===== config.mk =====
export PLATFORM = sky130hd
export DESIGN_NAME = ysq_result_tx
export DESIGN_NICKNAME = d
export VERILOG_FILES = /design/src/rtl/ysq_pkg.sv /design/src/rtl/ysq_baud_tick.sv /design/src/rtl/ysq_result_tx.sv
export SDC_FILE = /design/constraint.sdc
export NUM_CORES = 1
export LEC_CHECK = 0
export ABC_CLOCK_PERIOD_IN_PS = 1900
export CORE_ASPECT_RATIO = 1.1
export CORE_UTILIZATION = 35
export CTS_BUF_LIST = sky130_fd_sc_hd__clkbuf_16
export CTS_CLUSTER_DIAMETER = 120
export DETAILED_ROUTE_END_ITERATION = 10
export PLACE_DENSITY = 0.64
export SLEW_MARGIN = 40
export SYNTH_ARGS = -nofsm -noshare
export SYNTH_HDL_FRONTEND = slang
export SYNTH_SLANG_ARGS = --single-unit

===== constraint.sdc =====
create_clock -name clk -period 1.9 [get_ports clk]
set_input_delay 0.285 -clock clk [delete_from_list [all_inputs] [get_ports clk]]
set_output_delay 0.285 -clock clk [all_outputs]
set_load 0.01 [all_outputs]

===== src/rtl/ysq_pkg.sv =====
// Shared definitions for the y-squared result UART transmitter.
package ysq_pkg;

    typedef enum logic [1:0] {
        IDLE  = 2'd0,
        START = 2'd1,
        DATA  = 2'd2,
        STOP  = 2'd3
    } tx_state_t;

    localparam int BYTES_PER_WORD       = 2;
    localparam int BITS_PER_BYTE        = 8;
    localparam int DEFAULT_CLKS_PER_BIT = 87;

endpackage


===== src/rtl/ysq_baud_tick.sv =====
// Bit-period counter: wraps every CLKS_PER_BIT cycles and raises tick once per period.
module ysq_baud_tick #(
    parameter int CLKS_PER_BIT = 87
) (
    input  logic clk,
    input  logic rst_n,
    input  logic clear,
    output logic tick
);
    localparam int                 CNT_W    = $clog2(CLKS_PER_BIT);
    localparam logic [CNT_W-1:0]   CNT_LAST = CNT_W'(CLKS_PER_BIT - 1);
    // tick marks the second-to-last count so the FSM can update one cycle ahead of the line.
    localparam logic [CNT_W-1:0]   CNT_PRE  = CNT_W'(CLKS_PER_BIT - 2);

    logic [CNT_W-1:0] cnt_q;
    logic [CNT_W-1:0] cnt_d;
    logic             tick_q;
    logic             tick_d;

    // Next count and registered tick.
    always_comb begin
        cnt_d = cnt_q;
        if (clear) begin
            cnt_d = '0;
        end else if (cnt_q == CNT_LAST) begin
            cnt_d = '0;
        end else begin
            cnt_d = cnt_q + CNT_W'(1);
        end
        tick_d = (cnt_d == CNT_PRE);
    end

    // Counter state.
    always_ff @(posedge clk or negedge rst_n) begin
        if (!rst_n) begin
            cnt_q  <= '0;
            tick_q <= 1'b0;
        end else begin
            cnt_q  <= cnt_d;
            tick_q <= tick_d;
        end
    end

    assign tick = tick_q;

endmodule


===== src/rtl/ysq_result_tx.sv =====
// Serializes a 16-bit result word as two back-to-back UART 8N1 frames, low byte first.
module ysq_result_tx
    import ysq_pkg::*;
#(
    parameter int CLKS_PER_BIT = DEFAULT_CLKS_PER_BIT,
    parameter int DATA_W       = 16
) (
    input  logic              clk,
    input  logic              rst_n,
    input  logic [DATA_W-1:0] in_data,
    input  logic              in_valid,
    output logic              in_ready,
    output logic              tx,
    output logic              busy,
    output logic              done
);
    tx_state_t         state_q, state_d;
    logic [DATA_W-1:0] shift_q, shift_d;
    logic              byte_q,  byte_d;
    logic [2:0]        bit_q,   bit_d;
    logic              tx_q,    tx_d;
    logic              busy_q,  busy_d;
    logic              ready_q, ready_d;
    logic              done_q,  done_d;
    logic              clear_s;
    logic              tick_s;

    ysq_baud_tick #(
        .CLKS_PER_BIT (CLKS_PER_BIT)
    ) u_baud_tick (
        .clk   (clk),
        .rst_n (rst_n),
        .clear (clear_s),
        .tick  (tick_s)
    );

    // FSM runs one cycle ahead of tx; tx_q replays the current state's bit, so the
    // final stop bit's last cycle coincides with IDLE and a new word can start gap-free.
    always_comb begin
        state_d = state_q;
        shift_d = shift_q;
        byte_d  = byte_q;
        bit_d   = bit_q;
        done_d  = 1'b0;
        clear_s = 1'b0;
        case (state_q)
            START:   tx_d = 1'b0;
            DATA:    tx_d = shift_q[0];
            default: tx_d = 1'b1;
        endcase
        case (state_q)
            IDLE: begin
                if (in_valid) begin
                    state_d = START;
                    shift_d = in_data;
                    byte_d  = 1'b0;
                    bit_d   = 3'd0;
                    clear_s = 1'b1;
                    tx_d    = 1'b0;
                end else begin
                    state_d = IDLE;
                end
            end
            START: begin
                if (tick_s) begin
                    state_d = DATA;
                    bit_d   = 3'd0;
                end else begin
                    state_d = START;
                end
            end
            DATA: begin
                if (tick_s) begin
                    shift_d = {1'b0, shift_q[DATA_W-1:1]};
                    if (bit_q == 3'(BITS_PER_BYTE - 1)) begin
                        state_d = STOP;
                    end else begin
                        bit_d = bit_q + 3'd1;
                    end
                end else begin
                    state_d = DATA;
                end
            end
            STOP: begin
                if (tick_s) begin
                    if (byte_q == 1'(BYTES_PER_WORD - 1)) begin
                        state_d = IDLE;
                        done_d  = 1'b1;
                    end else begin
                        state_d = START;
                        byte_d  = 1'b1;
                    end
                end else begin
                    state_d = STOP;
                end
            end
            default: begin
                state_d = IDLE;
            end
        endcase
        busy_d  = (state_d != IDLE);
        ready_d = (state_d == IDLE);
    end

    // State, datapath and registered outputs.
    always_ff @(posedge clk or negedge rst_n) begin
        if (!rst_n) begin
            state_q <= IDLE;
            shift_q <= '0;
            byte_q  <= 1'b0;
            bit_q   <= 3'd0;
            tx_q    <= 1'b1;
            busy_q  <= 1'b0;
            ready_q <= 1'b1;
            done_q  <= 1'b0;
        end else begin
            state_q <= state_d;
            shift_q <= shift_d;
            byte_q  <= byte_d;
            bit_q   <= bit_d;
            tx_q    <= tx_d;
            busy_q  <= busy_d;
            ready_q <= ready_d;
            done_q  <= done_d;
        end
    end

    assign in_ready = ready_q;
    assign tx       = tx_q;
    assign busy     = busy_q;
    assign done     = done_q;

endmodule


Yosys cells after proc, flatten, opt, wreduce, memory -nomap -nowiden
Index checks and enable logic that the tools add are counted.
Operators by class
  multipliers: 0
  add/subtract/negate cells: 2
  shift operators: 0
  multiplexer cells: 28
  reduce and logical (&&, ||, !) cells: 9
  div/mod/pow operators: 0
  $lt $le $gt $ge: 0
  equal/unequal tests: 11
  bitwise gates (word level): 0
Operator list (count)
  16-bit 2-to-1 mux: 2
  16-bit case mux with 2 select lines: 1
  7-bit equality test (second input constant): 2
  7-bit 2-to-1 mux: 2
  3-bit 2-to-1 mux: 4
  1-bit 2-to-1 mux: 11
  3-bit case mux with 3 select lines: 1
  2-bit 2-to-1 mux: 4
  2-bit case mux with 4 select lines: 1
  7-bit by 1-bit adder with 7-bit output (second input constant): 1
  2-bit by 1-bit != test with 1-bit output (second input constant): 3
  3-bit AND reduction: 2
  2-bit nonzero test: 3
  5-bit AND reduction: 1
  2-bit equality test (second input constant): 2
  2-bit logical NOT: 2
  2-bit != test (second input constant): 2
  1-bit case mux with 2 select lines: 2
  3-bit by 1-bit adder with 3-bit output (second input constant): 1
  3-bit equality test (second input constant): 1
  3-bit nonzero test: 1
  2-bit by 1-bit equality test with 1-bit output (second input constant): 1
Word-level totals
  logic and storage cells: 60
  latch bits: 0
  bits in read-only memories: 0
  bits in writable memories: 0
  memories: 0
  register bits after elaboration: 34

Longest topological paths before layout
  word-level depth: 5
  mapped depth: 6
  depth with buffers taken out: 5

Hierarchy
Synthesis repeated with hierarchy kept, for this count alone.
Second synthesis, totals
  cell total of the unflattened synthesis: 141
  area total of the unflattened synthesis: 1700.4 µm²
By module, submodules not included
  ysq_result_tx: cells an instance 107, seq. area each 653.1 µm², area an instance 1340.0 µm², times used 1
  ysq_baud_tick: cells an instance 34, seq. area each 200.2 µm², area an instance 360.3 µm², times used 1

Worst setup path before layout
No wires, ideal clock.
  path kind: register -> register
  start: register state_q[1]
  end: register shift_q[0]
  required time: 1.775 ns
  period minus slack after synthesis: 1.515 ns
  cell stages (with the launch flop): 7
  slack: 0.385 ns
  arrival: 1.390 ns
  path buffers: 3
  path through: dfrtp_1 > buf_6 > nor2b_4 > buf_6 > buf_12 > mux2_4 > mux2_4
On the way
  longest elaborated chain between the ends: 3
  elaborated cells on any way between the ends: 7
  classes of those cells: eq/ne: 3; mux: 1; reduce/logical: 3
RTL lines
  start, declared: RTL line ysq_result_tx.sv:17  | tx_state_t state_q, state_d;
  start signal, assigned: RTL line ysq_result_tx.sv:117  | state_q <= state_d;
  2-bit equality test or 2-bit logical NOT (tied branches): RTL line ysq_result_tx.sv:51  | case (state_q)
  2-bit by 1-bit != test with 1-bit output (no line), or another cell as far along
  3-bit AND reduction (no line)
  end signal, assigned: RTL line ysq_result_tx.sv:118  | shift_q <= shift_d;
  end, declared: RTL line ysq_result_tx.sv:18  | logic [DATA_W-1:0] shift_q, shift_d;
Several ways; a longest one is shown, not always the timed one.
A chain may end at the register's enable or synchronous reset.

Worst setup path in the final report
  start: register tx_q (netlist: tx)
  end: output tx
RTL lines
  start, declared: RTL line ysq_result_tx.sv:21  | logic tx_q, tx_d;
  start signal, assigned: RTL line ysq_result_tx.sv:121  | tx_q <= tx_d;
  end, declared: RTL line ysq_result_tx.sv:13  | output logic tx,
No word-level cell between the ends.

==> flow_summary.toml <==
[synthesis]
syn-mean-instance-area_um2 = 13.2
synthesis.yosys.warnings = 0
post_synth_num_cell_types = 35
synth_area_um2 = 1730
synth.ff_latch_count = 34
synth_edf_count = 0
synthesis.nets = 154
async_flop_share_pct = 100
seq_area_frac_synth_pct = 49.3
netlist_instances = 131
ys.flop_type = "dfrtp_1"

[critical_path]
reg2reg_to = "u_baud_tick.tick"
kind_of_critical_path = "reg2out"
number_of_cells_on_the_worst_reg_to_reg_path = 4
timing.critical_path.required_ns = 1.62
slowest_stage = "dfstp_2"
r2r_slack_ns = 0.31
worstSetupStartpointType = "register"
ordered_cell_list_for_the_critical_path = "clkdlybuf4s50_1"
timing.critical_path.max_delay_family = "flip-flops"
worst-path-buf-inv = 1
cpPeakStageDelay_ns = 0.53
critical_path_peak_fanout = 1
critical_path.reg2reg.startpoint = "state_q[0]"
setup_crit_end_kind = "output port"
crit_arrival_ns = 1.32

[placed_design]
dpl_cell_area_um2 = 2040
dpl.hpwl_um = 2060
gp_routability_congestion = 0.753
place_ws_ns = 0.0769
portBuffers = 22

[layout]
final_area_um2 = 2170
mostFrequentLayoutCells = "dfrtp_1, clkdlybuf4s50_1, mux2_4, mux2_2, inv_1"
area_growth_syn_to_layout_pct = 25.5
post_route_cells_drive_above_1_share_pct = 30.2
antenna_fix_cells = 0
nNetsFinal = 184
mostFrequentLayoutCell = "dfrtp_1"
fillCellCount = 444

[route]
drt_first_iter_violations = 42
post-route-drc-count = 0
routed_wire_length_per_instance_um = 13.2
drt_pre_antenna_iters = 4
drt-total-wl_um = 2880
drtAntennaViolNets = 0
num_vias = 1040
avgViaCountPerCell = 4.77

[flow_run]
drv_cap = 0

[timing]
hold_viol = 0
worst_slew_pin_slew_ns = 0.425
final.min_clock_period_ns = 1.61
layout_setup_ws_ns = 0.293
rsz0062_at_grt = "no"
fin_hold_ws_ns = 0.418
finalCritPeriodShare_pct = 84.6
final.setup_skew_ns = 0.00469
fin_tns_setup_ns = 0
final-setup-viol-count = 0
final_max_slew_viol_count = 0
max_slew_margin_pct = 71.7
fmax_mhz = 622

[clock_network]
tritoncts = "yes"
post_cts_resized = 0
clk_path_buf_depth = 2
clk_lat_worst_skew_ns = 0.27
clk_transition_reported_paths_ns = 0.05
post_cts_hold_fix_bufs = 0
clock_tree.htree_level_count = 2
tritoncts.num_buffers = 5
cts_root_buf = "clkbuf_16"
cts_setup_buffers = 0
cts.sinks = 34

[global_routing]
grt_start_max_net_pins = 35
grt_pass1_wl_um = 4900
via_count_of_the_first_global_routing_pass = 1090
grt.overflow.total = 0
all_layer_gr_usage_pct = 12.2
antenna_found_initial = 0

[floorplanning]
die_extent_in_y_um = 75.7
design.die.area_um2 = 5230
std_cell_rows = 26
floorplan.io_pins = 23
core_region_area_um2 = 4680
floorplan.initialDensity_pct = 36.9
die_width_um = 69.0

[power]
static-leakage-power_nw = 0.974
maximum_resistive_drop_on_vdd_mv = 0.456
power_per_cell_area_nw_per_um2 = 736
post_route_total_power_w = 0.00160

[min_path]
hold_class = "in2async"

[outcome]
result_of_the_run = "finished clean"
## worst reg2reg max path: cells and delay by family (launching register included)
kind,cells,cell delay [ns]
flip-flops,1,0.44
AND/OR/NAND/NOR,2,0.57
AO/OA/AOI/OAI,1,0.26
buffers and inverters,1,0.19
## layout make-up
cell class | instances | area [um2] | area share (%)
Tap cell | 56 | 70.1 | 3.23
Timing Repair Buffer | 28 | 290 | 13.4
Sequential cell | 34 | 853 | 39.3
Multi-Input combinational cell | 87 | 803 | 37.0
Inverter | 5 | 18.8 | 0.864
Clock inverter | 3 | 11.3 | 0.518
Clock buffer | 5 | 125 | 5.76
## cell families (layout without fill, tap and decap cells)
logic type	after synthesis	count (layout)	synth area share, %
flip-flops	34	34	49.3
multiplexers	33	33	25.7
AND/OR/NAND/NOR	28	28	9.40
AO/OA/AOI/OAI	18	18	6.36
buffers and inverters	10	41	4.27
adder cells (fa/ha/maj)	4	4	2.89
XOR/XNOR	4	4	2.02
## synth_stat cells, drive strengths merged, types with 2 or more instances
master | instances | area (um2)
or3 | 2 | 12.5
nor2 | 7 | 28.8
dfstp | 2 | 52.6
xor2 | 2 | 17.5
inv | 5 | 18.8
dfrtp | 32 | 801
a22o | 2 | 17.5
mux2 | 32 | 435
nor2b | 3 | 26.3
nand2 | 7 | 26.3
o21ai | 8 | 40.0
ha | 4 | 50.1
buf | 5 | 55.1
xnor2 | 2 | 17.5
a21oi | 3 | 15.0
nand3 | 3 | 15.0
## sequential cells by signal, indices dropped and copies added (netlist names)
register,cells
u_baud_tick.tick,1
done,1
shift_q,16
state_q,2
tx,1
in_ready,1
byte_q,1
bit_q,3
u_baud_tick.cnt_q,7
busy,1
## power by group
| group | leakage, nW | switching (W) | internal [W] |
|---|---|---|---|
| logic | 0.475 | 0.0000327 | 0.0000726 |
| clock network | 0.0776 | 0.000270 | 0.000470 |
| registers | 0.422 | 0.00000993 | 0.000744 |
## worst max path at each step
| stage | to | cells past startpoint | from |
|---|---|---|---|
| floorplan | shift_q[0] | 6 | state_q[1] |
| global placement | u_baud_tick.tick | 4 | in_valid |
| detailed placement | u_baud_tick.tick | 4 | in_valid |
| CTS | tx | 1 | tx |
| global route | u_baud_tick.cnt_q[1] | 4 | state_q[0] |
| finish | tx | 1 | tx |
## metrics by stage
step	cells	utilization (%)
after floorplan	131	-
after global placement	210	43.5
after detailed placement	210	43.5
after CTS	218	46.4
after global routing	218	46.4
final	218	46.4
## metal layers
layer  track usage [%]  share of wire, %  vias to the layer above
met3              3.97               3.9                        6
met1              14.4                43                      502
met5                 0                 0                        -
li1                  -                 -                      517
met4              5.44               1.5                        0
met2              20.6                51                       15
Note: power is estimated with default switching activity, not from simulation.
